<file path="src/rtl/alu_pkg.sv">
// Shared ALU types.
//   alu_op_t    : 8-bit ALU operation select
//   flags_t     : Game Boy F register layout (Z N H C in bits 7..4, low nibble always 0)
//   alu16_op_t  : 16-bit operation select for the alu16_seq sequencer
package alu_pkg;

  typedef enum logic [2:0] {
    ALU_ADD, ALU_ADC, ALU_SUB, ALU_SBC, ALU_AND, ALU_XOR, ALU_OR, ALU_CP
  } alu_op_t;

  typedef struct packed {
    logic       z;
    logic       n;
    logic       h;
    logic       c;
    logic [3:0] rsvd;
  } flags_t;

  typedef enum logic [1:0] {
    ADD_HL, ADD_SP, INC16, DEC16
  } alu16_op_t;

endpackage

</file>
<file path="src/rtl/alu16_seq.sv">
// Two-step 16-bit arithmetic sequencer on the shared 8-bit ALU.
// Runs the low byte, then the high byte with the carry chained through
// ADC/SBC, and assembles the 16-bit result with Game Boy flag rules.
//   clk, rst_n           : clock, synchronous active-low reset
//   start/op16/opa/opb/flags_in : request (accepted when ready=1)
//   ready, done          : idle/complete status; done is a 1-cycle pulse
//   res16, flags_out     : result and flags, held until the next result
//   alu_req/alu_gnt      : ALU port arbitration
//   alu_en/op/a/b/flags_in : ALU drive (combinational from state + latches)
//   alu_res/alu_flags    : ALU combinational outputs
module alu16_seq
  import alu_pkg::*;
(
  input  logic        clk,
  input  logic        rst_n,
  input  logic        start,
  input  alu16_op_t   op16,
  input  logic [15:0] opa,
  input  logic [15:0] opb,
  input  flags_t      flags_in,
  output logic        ready,
  output logic        done,
  output logic [15:0] res16,
  output flags_t      flags_out,
  output logic        alu_req,
  input  logic        alu_gnt,
  output logic        alu_en,
  output alu_op_t     alu_op,
  output logic [7:0]  alu_a,
  output logic [7:0]  alu_b,
  output flags_t      alu_flags_in,
  input  logic [7:0]  alu_res,
  input  flags_t      alu_flags
);

  typedef enum logic [1:0] {S_IDLE, S_LO, S_HI, S_DONE} state_t;

  state_t      r_state;
  alu16_op_t   r_op;
  logic [15:0] r_a, r_b;
  flags_t      r_fin;
  logic [7:0]  r_lo;
  logic        r_lo_h, r_lo_c;
  logic [15:0] r_res16;
  flags_t      r_flags_out;
  logic        r_ready, r_done;
  flags_t      w_flags_hi;

  // ALU drive: purely from state and latched operands, never from start
  always_comb begin
    alu_req      = 1'b0;
    alu_op       = ALU_ADD;
    alu_a        = '0;
    alu_b        = '0;
    alu_flags_in = '0;
    case (r_state)
      S_LO: begin
        alu_req        = 1'b1;
        alu_a          = r_a[7:0];
        alu_flags_in   = r_fin;
        alu_flags_in.c = 1'b0;
        case (r_op)
          ADD_HL, ADD_SP: alu_b = r_b[7:0];
          INC16:          alu_b = 8'h01;
          default: begin
            alu_b  = 8'h01;
            alu_op = ALU_SUB;
          end
        endcase
      end
      S_HI: begin
        alu_req        = 1'b1;
        alu_a          = r_a[15:8];
        alu_flags_in   = r_fin;
        alu_flags_in.c = r_lo_c;
        alu_op         = ALU_ADC;
        case (r_op)
          ADD_HL:  alu_b = r_b[15:8];
          ADD_SP:  alu_b = {8{r_b[7]}};  // sign extension of e8
          INC16:   alu_b = 8'h00;
          default: alu_op = ALU_SBC;
        endcase
      end
      default: ;
    endcase
  end

  assign alu_en = alu_req & alu_gnt;

  // ADD HL takes H/C from the high byte; ADD SP from the low byte
  always_comb begin
    w_flags_hi = r_fin;
    case (r_op)
      ADD_HL: begin
        w_flags_hi   = '0;
        w_flags_hi.z = r_fin.z;
        w_flags_hi.h = alu_flags.h;
        w_flags_hi.c = alu_flags.c;
      end
      ADD_SP: begin
        w_flags_hi   = '0;
        w_flags_hi.h = r_lo_h;
        w_flags_hi.c = r_lo_c;
      end
      default: ;
    endcase
  end

  always_ff @(posedge clk) begin
    if (!rst_n) begin
      r_state     <= S_IDLE;
      r_op        <= ADD_HL;
      r_a         <= '0;
      r_b         <= '0;
      r_fin       <= '0;
      r_lo        <= '0;
      r_lo_h      <= 1'b0;
      r_lo_c      <= 1'b0;
      r_res16     <= '0;
      r_flags_out <= '0;
      r_ready     <= 1'b1;
      r_done      <= 1'b0;
    end else begin
      r_done <= 1'b0;
      case (r_state)
        S_IDLE, S_DONE: begin
          if (start) begin
            r_op    <= op16;
            r_a     <= opa;
            r_b     <= opb;
            r_fin   <= flags_in;
            r_state <= S_LO;
            r_ready <= 1'b0;
          end else begin
            r_state <= S_IDLE;
            r_ready <= 1'b1;
          end
        end
        S_LO: if (alu_gnt) begin
          r_lo    <= alu_res;
          r_lo_h  <= alu_flags.h;
          r_lo_c  <= alu_flags.c;
          r_state <= S_HI;
        end
        S_HI: if (alu_gnt) begin
          r_res16     <= {alu_res, r_lo};
          r_flags_out <= w_flags_hi;
          r_state     <= S_DONE;
          r_done      <= 1'b1;
          r_ready     <= 1'b1;
        end
        default: r_state <= S_IDLE;
      endcase
    end
  end

  assign ready     = r_ready;
  assign done      = r_done;
  assign res16     = r_res16;
  assign flags_out = r_flags_out;

endmodule
</file>
<file path="config.mk">
export PLATFORM = sky130hd
export DESIGN_NAME = alu16_seq
export DESIGN_NICKNAME = d
export VERILOG_FILES = /design/src/rtl/alu_pkg.sv /design/src/rtl/alu16_seq.sv
export SDC_FILE = /design/constraint.sdc
export NUM_CORES = 1
export LEC_CHECK = 0
export BUFFER_PORTS_ARGS = -buffer_cell sky130_fd_sc_hd__buf_2
export CORE_MARGIN = 2
export CORE_UTILIZATION = 50
export DETAILED_ROUTE_END_ITERATION = 10
export PLACE_DENSITY = 0.79
export SYNTH_ARGS = -nofsm -noshare
export SYNTH_HDL_FRONTEND = slang
export SYNTH_SLANG_ARGS = --single-unit
</file>
<file path="constraint.sdc">
create_clock -name clk -period 2.1 [get_ports clk]
set_input_delay 0.42 -clock clk [delete_from_list [all_inputs] [get_ports clk]]
set_output_delay 0.42 -clock clk [all_outputs]
set_load 0.02 [all_outputs]
</file>
# Word-level counts from Yosys, hierarchy flattened
# Cells that the tools add are included.
# totals
register_bits,80
latch_bits,0
ramBits,0
rom_bits,0
input_bits,62
out_inout_bits,55
elab_cells,59
n_memories,0
# op_classes
add_sub_neg,0
n_mul,0
div_mod_pow,0
n_lt_le_gt_ge,0
n_eq_ne,7
n_shift,0
mux,18
n_bitwise,1
n_reduce_logical,13
# ops
operator,n
8-bit one-hot mux with 2 select lines,5
2-bit AND reduction,6
2-bit two-way mux,4
8-bit two-way mux,1
2-bit equality test (second input constant),3
2-bit one-hot mux with 3 select lines,1
2-bit OR reduction,3
1-bit two-way mux,5
2-bit by 1-bit equality test with 1-bit output (second input constant),2
2-bit zero test,2
2-bit inequality test (second input constant),2
2-bit one-hot mux with 2 select lines,1
3-bit OR reduction,1
1-bit one-hot mux with 2 select lines,1
2-bit nonzero test,1
1-bit AND,1

# Depth between registers and ports, before layout
# Gate-level depths: netlist of the first run.
# logic_depth
word_depth,4
depth_mapped,8
depth_no_buf,5

# Worst setup path after synthesis of the first run
# Ideal clock, no wire load.
# synth_timing
kind,flip-flop to output port
start,register r_state[0]
end,output alu_b[0]
arrival_time_ns,1.529
required_ns,1.680
slack_ns,0.151
stages_incl_launch_ff,6
path_buffers,1
cell_sequence,dfxtp_1 inv_1 ha_1 buf_4 nand2b_1 o21ai_0
# synth_between
elab_chain_cells,2
elab_cells_between_ends,3
classes_between,eq/ne (2); mux (1)
# synth_lines
element,line_no,source
from (decl),alu16_seq.sv:38,state_t r_state;
from (signal assigned),alu16_seq.sv:111,r_state <= S_IDLE;
from (signal assigned),alu16_seq.sv:132,r_state <= S_LO;
from (signal assigned),alu16_seq.sv:135,r_state <= S_IDLE;
2-bit equality test / 2-bit by 1-bit equality test with 1-bit output (equally long branches),alu16_seq.sv:56,case (r_state)
8-bit one-hot mux with 2 select lines *,alu16_seq.sv:56,
to (decl),alu16_seq.sv:30,"output logic [7:0] alu_b,"
# Mark *: on every way between the ends. The rest lies on a longest branch, timed or not.

# Worst setup path after layout of the first run
# layout_timing
start,register r_state[0]
end,output alu_b[5]
# The elaborated chain is that of the path after synthesis.

==> results of run 1 <==
cell usage after synthesis (2+ instances only):
library cell / n / area (µm²)
buf_2: 8 / 40.0
ha_1: 3 / 37.5
buf_6: 9 / 101
o21ai_1: 2 / 10.0
and3_1: 2 / 12.5
dfxtp_1: 80 / 1600
clkbuf_1: 10 / 37.5
a22oi_1: 10 / 75.1
a21boi_2: 2 / 22.5
nor2_1: 12 / 45.0
o21ai_0: 8 / 40.0
clkbuf_2: 2 / 10.0
a21boi_1: 56 / 420
nand2_1: 151 / 567
a21boi_0: 16 / 120
buf_4: 2 / 15.0
nand3_1: 4 / 20.0
a21oi_1: 12 / 60.1
nor2b_1: 2 / 12.5
inv_1: 5 / 18.8
and2_1: 11 / 68.8
metrics by stage:
step                util, %  power [mW]  hold WS (ns)  setup TNS (ns)  setup slack (ns)
CTS                    63.9        4.82         0.283               0          0.000908
detailed placement     60.0        3.52         0.444               0            0.0976
global placement       60.0        3.47         0.437               0             0.165
floorplan                 -        3.08         0.431               0             0.151
global route           65.0        5.19         0.297          -0.119           -0.0366
finish                 65.0        4.90         0.292               0            0.0270
worst max-delay path by stage:
stage | cells past startpoint | startpoint | end
6_report | 6 | r_state[0] | alu_b[5]
5_1_grt | 7 | r_state[1] | alu_b[7]
4_1_cts | 6 | r_state[0] | alu_b[5]
3_5_place_dp | 6 | r_state[0] | alu_b[5]
3_3_place_gp | 5 | r_state[0] | alu_b[0]
2_1_floorplan | 5 | r_state[0] | alu_b[0]
power by group through the flow:
stage | Sequential [mW] | Clock (mW) | Combinational, mW
2_1_floorplan | 1.93 | 0 | 1.14
3_3_place_gp | 1.91 | 0 | 1.56
3_5_place_dp | 1.92 | 0 | 1.60
4_1_cts | 1.90 | 1.19 | 1.72
5_1_grt | 1.94 | 1.25 | 1.99
6_report | 1.91 | 1.17 | 1.82
area by class of cell:
class	count	area (µm²)	area share [%]
clock buffers	11	141	3.22
clock inverters	5	62.6	1.42
inverters	5	23.8	0.541
multi-input cells	307	1670	38.0
flip-flops and latches	80	1610	36.6
well taps	80	100	2.28
repair buffers	136	786	17.9
kinds of logic (layout without fill, tap and decap cells):
family	count (synthesis)	in the layout	synth area share, %
fa+ha+maj	3	3	1.08
other cells	1	1	0.108
simple gates	190	190	22.9
flops	80	80	46.3
buf+inv	36	157	6.43
compound gates	113	113	23.2
metal layers:
layer	wire length [µm]	part of all wire, %	track usage (%)	vias up
met2	4080	49	36.2	95
met5	0	0	0	-
li1	-	-	-	1615
met1	3570	43	27.2	1454
met3	538	6.4	5.97	19
met4	210	2.5	9.93	0
flip-flops by register name, summed over array words and instances, names as in the netlist:
| signal | count |
|---|---|
| r_lo_c | 1 |
| flags_out | 8 |
| r_fin | 8 |
| r_a | 16 |
| res16 | 16 |
| r_state | 2 |
| r_b | 16 |
| r_lo | 8 |
| ready | 1 |
| done | 1 |
| r_lo_h | 1 |
| r_op | 2 |
tightest hold or removal path, cell delays in order:
cell	delay (ns)
buf_2	0.09
nand2_1	0.04
a21boi_1	0.05
what timing repair did:
item | CTS | global route
resized for setup | 14 | 15
pin swaps | 3 | 9
gates cloned | 0 | 0
buffers inserted | 2 | 7
setup endpoints to repair | 24 | 11
==> reports/results.tsv, run 1 <==
metric	value	unit
status	complete, no violations	
Antenna Nets Post-Route	0	
critical path class	flip-flop to output port	
Worst path max stage delay	0.38	ns
fillers	576	
Critical Path RT	1.68	ns
cell count after synthesis	423	
# setup viols final	0	
Reg clk slew, reported paths	0.09	ns
commonest cells after routing, fill and taps aside	nand2_1, buf_2, dfxtp_1, a21boi_1, buf_4	
core box area	0.00676	mm²
Int Pwr	3.10	mW
First-pass DRT Iterations	4	
Design Area, Final	0.00439	mm²
Hold Crit Class	primary input to flip-flop	
antenna violations before repair	0	
io pins	117	
total grt overflow	0	
CTS buffer count	9	
sw frac	36.8	%
RSZ-0062 raised after global routing	yes	
Final Slew Violations	0	
clock group share of total power	23.8	%
largest net degree at the start of global routing	32	
worst hold stages	3	
DP Wirelength	5940	µm
clock skew	0.0122	ns
Synth Area per Inst	8.18	µm²
depth of the most critical reg-to-reg path	7	
Hold-fix buffers, CTS	0	
EDFF count, synth	0	
sequential share of the synthesized area	46.3	%
Ys Warns	0	
GRT Total Usage	22.1	%
Die W	87.2	µm
Worst setup EP type	output port	
Final period util	98.7	%
vias in the first global route	2867	
Comb power frac	37.1	%
non-filler cells, final	624	
Rows	30	
R2R Path End	r_a[12]	
sequential cell fraction of total power	39.1	%
Worst Hold Path EP	r_a[2]	
Nets	604	
slack of the worst reg-to-reg path	0.49	ns
Tmin final	2.07	ns
max cap viols	0	
Inserted Diodes	0	
Final Wtd Congestion	0.869	
list of cells traversed by the critical path	inv_4, ha_4, nor3b_4, nand2_1, o21ai_1, buf_4	
synthesized area	0.00346	mm²
Syn Nets	488	
Leak	1.92	nW
Clock Latency Late Sink	0.35	ns
maximum vdd ir drop	0.000517	V
WP data arrival	1.65	ns
H-Tree Depth	3	
synthesized flop and latch total	80	
ys flop type	dfxtp_1	
Worst path slowest cell	dfxtp_4	
clock root cell	clkbuf_8	
FFs w/ async S/R, synth	0	%
Area Growth Syn to Fin	26.9	%
DRC Markers	0	
most common cell after layout, fill and taps aside	nand2_1	
CTS tree	built	
Vias/cell	5.10	
Pwr per Cell Area	1110	mW/mm²
Fmax	482	MHz
Die Span Y	87.2	µm
CP startpoint kind	flip-flop	
CTS max path bufs	2	
Cell Area, Placed	0.00405	mm²
Initial Util	51.2	%
worst-path fanout max	6	
worst path buffer plus inverter count	2	
routed wire length	8390	µm
WL/cell	13.4	µm
library cells used by synthesis	37	
delay-heaviest family, CP	simple AND/OR/NAND/NOR gates	
final hold vios	0	
Psw	1.80	mW
Die ar.	0.00761	mm²
clock sinks	80	
via count	3183	
layout cells sized above 1	30.3	%
RR Startpoint	r_state[0]	
first-pass GRT wire length	13200	µm
HP Start	opa[2]	
Initial DRC Count	132	
IO buf count	109	
Placed Cells	599	
Note: power is estimated with default switching activity, not from simulation.
==> run 2: changes to the inputs <==
CELL_PAD_IN_SITES_DETAIL_PLACEMENT = 1   (was unset)
CELL_PAD_IN_SITES_GLOBAL_PLACEMENT = 2   (was unset)
CORE_UTILIZATION = 28   (was 50)
PLACE_DENSITY = unset   (was 0.79)
PLACE_DENSITY_LB_ADDON = 0.1   (was unset)
==> run 2 against run 1 <==
Worst setup slack got worse by 0.0046 ns. Sequential share of layout area fell by 1.4 points. Non-clock buffer count fell by 8. Register-to-register slack got worse by 0.21 ns. Global-route usage fell by 5.8 points. Count of clock-buffer cells in the layout rose by 3. Clock power rose by 19%. Clock skew fell by 0.0055 ns. Sequential cell count did not move. Hold slack improved by 0.025 ns. Maximum frequency fell by 0.22%. Via count fell by 1.4%. Critical path type unchanged.
==> reports/results.tsv, run 2 (same netlist as run 1, synthesis figures left out) <==
metric	value	unit	change
max cap viols	0		unchanged
Inserted Diodes	0		unchanged
commonest cells after routing, fill and taps aside	nand2_1, buf_2, dfxtp_1, a21boi_1, buf_4		
DP Wirelength	7020	µm	+18%
Vias/cell	4.46		-12%
Critical Path RT	1.68	ns	about the same
CTS tree	built		
Pwr per Cell Area	1130	mW/mm²	+1.0%
met3 global-route usage	4.16	%	-1.8 points
most common cell after layout, fill and taps aside	nand2_1		
slack of the worst reg-to-reg path	0.28	ns	-0.21 ns
Reg clk slew, reported paths	0.06	ns	-0.03 ns
worst path buffer plus inverter count	2		unchanged
Final Slew Violations	0		unchanged
Die ar.	0.0133	mm²	+74%
Post-Route Utilization	37.9	%	-27 points
largest net degree at the start of global routing	81		+150%
Die W	115	µm	+32%
vias in the first global route	3300		+15%
core box area	0.0121	mm²	+79%
routed wire length	10200	µm	+22%
status	complete, no violations		
io pins	117		unchanged
RSZ-0062 raised after global routing	yes		
WL/cell	14.5	µm	+8.2%
HP Start	opa[13]		
Worst path slowest cell	dfxtp_4		
Leak	1.92	nW	about the same
Placed Cells	683		+14%
final hold vios	0		unchanged
Area Growth Syn to Fin	32.1	%	
antenna violations before repair	0		unchanged
worst-path fanout max	6		unchanged
Pwr Total	5.15	mW	+5.2%
Final Wtd Congestion	0.707		-19%
DRC Markers	0		unchanged
Die Span Y	115	µm	+32%
GRT Total Usage	16.4	%	-5.8 points
IO buf count	109		unchanged
Worst setup EP type	output port		
clock sinks	80		unchanged
register area	0.00161	mm²	unchanged
Design Area, Final	0.00457	mm²	+4.1%
met1 Track Usage GR	21.2	%	-6.0 points
Hold Crit Class	primary input to flip-flop		
maximum vdd ir drop	0.000392	V	-24%
total grt overflow	0		unchanged
grt peak-use layer	met2		
CTS max path bufs	2		unchanged
first-pass GRT wire length	16700	µm	+26%
clock skew	0.00665	ns	-0.00550 ns
WP data arrival	1.66	ns	about the same
Initial DRC Count	155		+17%
depth of the most critical reg-to-reg path	7		unchanged
list of cells traversed by the critical path	inv_4, ha_4, nor3b_4, nand2_1, o21ai_1, buf_4		
multi-input logic area	0.00169	mm²	+1.1%
layout cells sized above 1	29.3	%	-0.99 points
Worst path max stage delay	0.38	ns	about the same
Tmin final	2.08	ns	+0.00456 ns
worst hold stages	3		unchanged
delay-heaviest family, CP	flip-flops		
Nets	596		-1.3%
Cell Area, Placed	0.00417	mm²	+2.9%
non-filler cells, final	703		+13%
R2R Path End	r_a[7]		
Fmax	481	MHz	-0.22%
CP startpoint kind	flip-flop		
RR Startpoint	r_state[0]		
Initial Util	28.7	%	-23 points
grt met2 use	26.2	%	-10 points
Antenna Nets Post-Route	0		unchanged
# setup viols final	0		unchanged
Final period util	98.9	%	+0.22 points
clock root cell	clkbuf_16		
via count	3138		-1.4%
First-pass DRT Iterations	4		unchanged
Worst Hold Path EP	r_a[13]		
H-Tree Depth	3		unchanged
CTS buffer count	9		unchanged
Clock Latency Late Sink	0.34	ns	about the same
Rows	40		+33%
critical path class	flip-flop to output port		
fillers	1484		+160%
run 2: stage by stage:
stage	worst slack, ns	setup TNS, ns	hold slack, ns
floorplan	0.151	0	0.431
global route	-0.0824	-0.503	0.317
finish	0.0225	0	0.316
CTS	-0.00458	-0.0102	0.306
global placement	0.120	0	0.436
detailed placement	0.0604	0	0.444
run 2: worst register-to-register path, delay by kind of cell (launching register included):
kind	cells	cell delay, ns
AO/OA/AOI/OAI	1	0.13
adder cells (fa/ha/maj)	1	0.30
buffers and inverters	3	0.52
flip-flops	1	0.38
AND/OR/NAND/NOR	2	0.42
run 2: area by class of cell:
type	count	area share, %
well taps	168	4.60
repair buffers	128	17.3
inverters	5	0.520
flip-flops and latches	80	35.2
clock inverters	1	0.109
multi-input cells	307	37.0
clock buffers	14	5.33
run 2: worst max path at each step:
| stage | startpoint | end | slack [ns] | depth (start not counted) |
|---|---|---|---|---|
| 2_1_floorplan | r_state[0] | alu_b[0] | 0.15 | 5 |
| 3_3_place_gp | r_state[0] | alu_b[1] | 0.12 | 6 |
| 3_5_place_dp | r_state[0] | alu_b[5] | 0.06 | 6 |
| 4_1_cts | r_state[0] | alu_b[5] | -0.005 | 6 |
| 5_1_grt | r_state[0] | alu_b[2] | -0.08 | 6 |
| 6_report | r_state[0] | alu_b[1] | 0.02 | 6 |
run 2: metal layers:
| metal | wire length, µm | vias up |
|---|---|---|
| met3 | 489 | 10 |
| met4 | 154 | 0 |
| met1 | 4970 | 1457 |
| li1 | - | 1605 |
| met5 | 0 | - |
| met2 | 4610 | 66 |
run 2: power by group:
group          internal (mW)  leakage [nW]  switching, mW
Combinational          0.726          1.15           1.11
Sequential              1.76         0.654          0.165
Clock                  0.795         0.121          0.594
run 2: timing repair:
action / CTS / global route
pin swaps: 8 / 7
hold buffers: 0 / 0
setup buffers: 3 / 2
setup endpoints to repair: 24 / 16
resized for setup: 26 / 19
==> run 3: changes to the inputs <==
CTS_BUF_LIST = sky130_fd_sc_hd__clkbuf_4 sky130_fd_sc_hd__clkbuf_8 sky130_fd_sc_hd__clkbuf_16   (was unset)
HOLD_SLACK_MARGIN = 0.03   (was unset)
==> run 3 against run 2 <==
Count of clock-buffer cells in the layout unchanged. Largest power group unchanged. Highest routed layer unchanged. Combinational power about the same. Largest cell class unchanged. Critical endpoint unchanged. Global-route usage unchanged. Critical path depth unchanged. Clock power increased by 4%. Total power increased by 1.1%.
==> reports/results.tsv, run 3 (same netlist as run 1, synthesis figures left out) <==
metric	value	unit	change
# setup viols final	0		unchanged
WL/cell	14.5	µm	-0.19%
final hold vios	0		unchanged
worst path buffer plus inverter count	2		unchanged
Final Wtd Congestion	0.707		unchanged
Area Growth Syn to Fin	32.7	%	
Vias/cell	4.45		-0.25%
IO buf count	109		unchanged
status	complete, no violations		
Die ar.	0.0133	mm²	unchanged
layout cells sized above 1	30.3	%	+0.93 points
Design Area, Final	0.00459	mm²	+0.41%
CTS buffer count	9		unchanged
Leak	1.94	nW	+0.89%
Initial Util	28.7	%	unchanged
total grt overflow	0		unchanged
Clock Latency Late Sink	0.34	ns	about the same
list of cells traversed by the critical path	inv_4, ha_4, nor3b_4, nand2_1, o21ai_1, buf_4		
core box area	0.0121	mm²	unchanged
io pins	117		unchanged
routed wire length	10200	µm	-0.19%
multi-input logic area	0.00169	mm²	unchanged
Worst path max stage delay	0.38	ns	about the same
Die W	115	µm	unchanged
maximum vdd ir drop	0.000392	V	about the same
clock sinks	80		unchanged
H-Tree Depth	3		unchanged
Post-Route Utilization	38.1	%	+0.16 points
Cell Area, Placed	0.00417	mm²	unchanged
Antenna Nets Post-Route	0		unchanged
Nets	596		unchanged
critical path class	flip-flop to output port		
delay-heaviest family, CP	flip-flops		
DRC Markers	0		unchanged
antenna violations before repair	0		unchanged
most common cell after layout, fill and taps aside	nand2_1		
WP data arrival	1.66	ns	about the same
CP startpoint kind	flip-flop		
commonest cells after routing, fill and taps aside	nand2_1, buf_2, dfxtp_1, a21boi_1, buf_4		
worst-path fanout max	6		unchanged
Worst path slowest cell	dfxtp_4		
max cap viols	0		unchanged
CTS tree	built		
DP Wirelength	7020	µm	unchanged
Tmin final	2.08	ns	-0.00192 ns
Initial DRC Count	143		-7.7%
Inserted Diodes	0		unchanged
Final Slew Violations	0		unchanged
clock root cell	clkbuf_16		
Fmax	482	MHz	about the same
via count	3130		-0.25%
First-pass DRT Iterations	4		unchanged
clock skew	0.00504	ns	-0.00161 ns
Final period util	98.8	%	about the same
CTS max path bufs	2		unchanged
Final WS setup	0.0244	ns	+0.00192 ns
largest net degree at the start of global routing	81		unchanged
Worst setup EP type	output port		
first-pass GRT wire length	16700	µm	unchanged
worst slack, placed	0.0604	ns	unchanged
Critical Path RT	1.68	ns	about the same
Die Span Y	115	µm	unchanged
vias in the first global route	3295		-0.15%
register area	0.00161	mm²	unchanged
final hold slack	0.318	ns	+0.00125 ns
Pwr Total	5.21	mW	+1.1%
Hold Crit Class	primary input to flip-flop		
Hold-fix buffers, CTS	0		unchanged
Rows	40		unchanged
slack of the worst reg-to-reg path	0.28	ns	about the same
fillers	1477		-0.47%
GRT Total Usage	16.4	%	unchanged
RSZ-0062 raised after global routing	yes		
Reg clk slew, reported paths	0.06	ns	about the same
Pwr per Cell Area	1130	mW/mm²	+0.71%
[run 3: cell count changes in the layout (fill, tap and decap cells not counted)]
cell | before | now
clkbuf_4 | 0 | 5
clkbuf_1 | 5 | 0
[run 3: worst paths after layout]
check                           startpoint       end  depth (start not counted)
worst max-delay path            r_state[0]  alu_b[1]                          6
worst min-delay path               opa[13]   r_a[13]                          3
worst max register to register  r_state[0]    r_a[7]                          7
worst min register to register    res16[8]  res16[8]                          2
[run 3: layer usage]
| metal | vias up | track usage (%) | wire, µm |
|---|---|---|---|
| li1 | 1604 | - | - |
| met1 | 1452 | 21.2 | 4980 |
| met2 | 65 | 26.2 | 4600 |
| met3 | 9 | 4.16 | 467 |
| met4 | 0 | 6.51 | 155 |
| met5 | - | 0 | 0 |
[run 3: tightest hold or removal path, stage by stage]
cell      delay (ns)
buf_2           0.09
nand2_1         0.05
a21boi_1        0.05
[run 3: layout make-up]
| type | instances | area share, % |
|---|---|---|
| Clock buffer | 14 | 5.72 |
| Clock inverter | 1 | 0.109 |
| Inverter | 5 | 0.518 |
| Multi-Input combinational cell | 307 | 36.8 |
| Sequential cell | 80 | 35.0 |
| Tap cell | 168 | 4.58 |
| Timing Repair Buffer | 128 | 17.2 |
[run 3: timing repair]
item | 4_1_cts | 5_1_grt
pin swaps | 8 | 7
gates resized for setup | 26 | 19
endpoints found under the hold margin | 0 | 0
setup endpoints to repair | 24 | 16
setup buffers | 3 | 2
cloned | 0 | 0
[run 3: where the power goes]
part           switching [mW]  internal [mW]
sequential              0.164           1.76
combinational            1.11          0.726
clock                   0.590          0.859
[run 3: through the flow]
stage | setup TNS (ns) | std cells
2_1_floorplan | 0 | 423
3_3_place_gp | 0 | 683
3_5_place_dp | 0 | 683
4_1_cts | -0.0111 | 701
5_1_grt | -0.504 | 703
6_report | 0 | 703
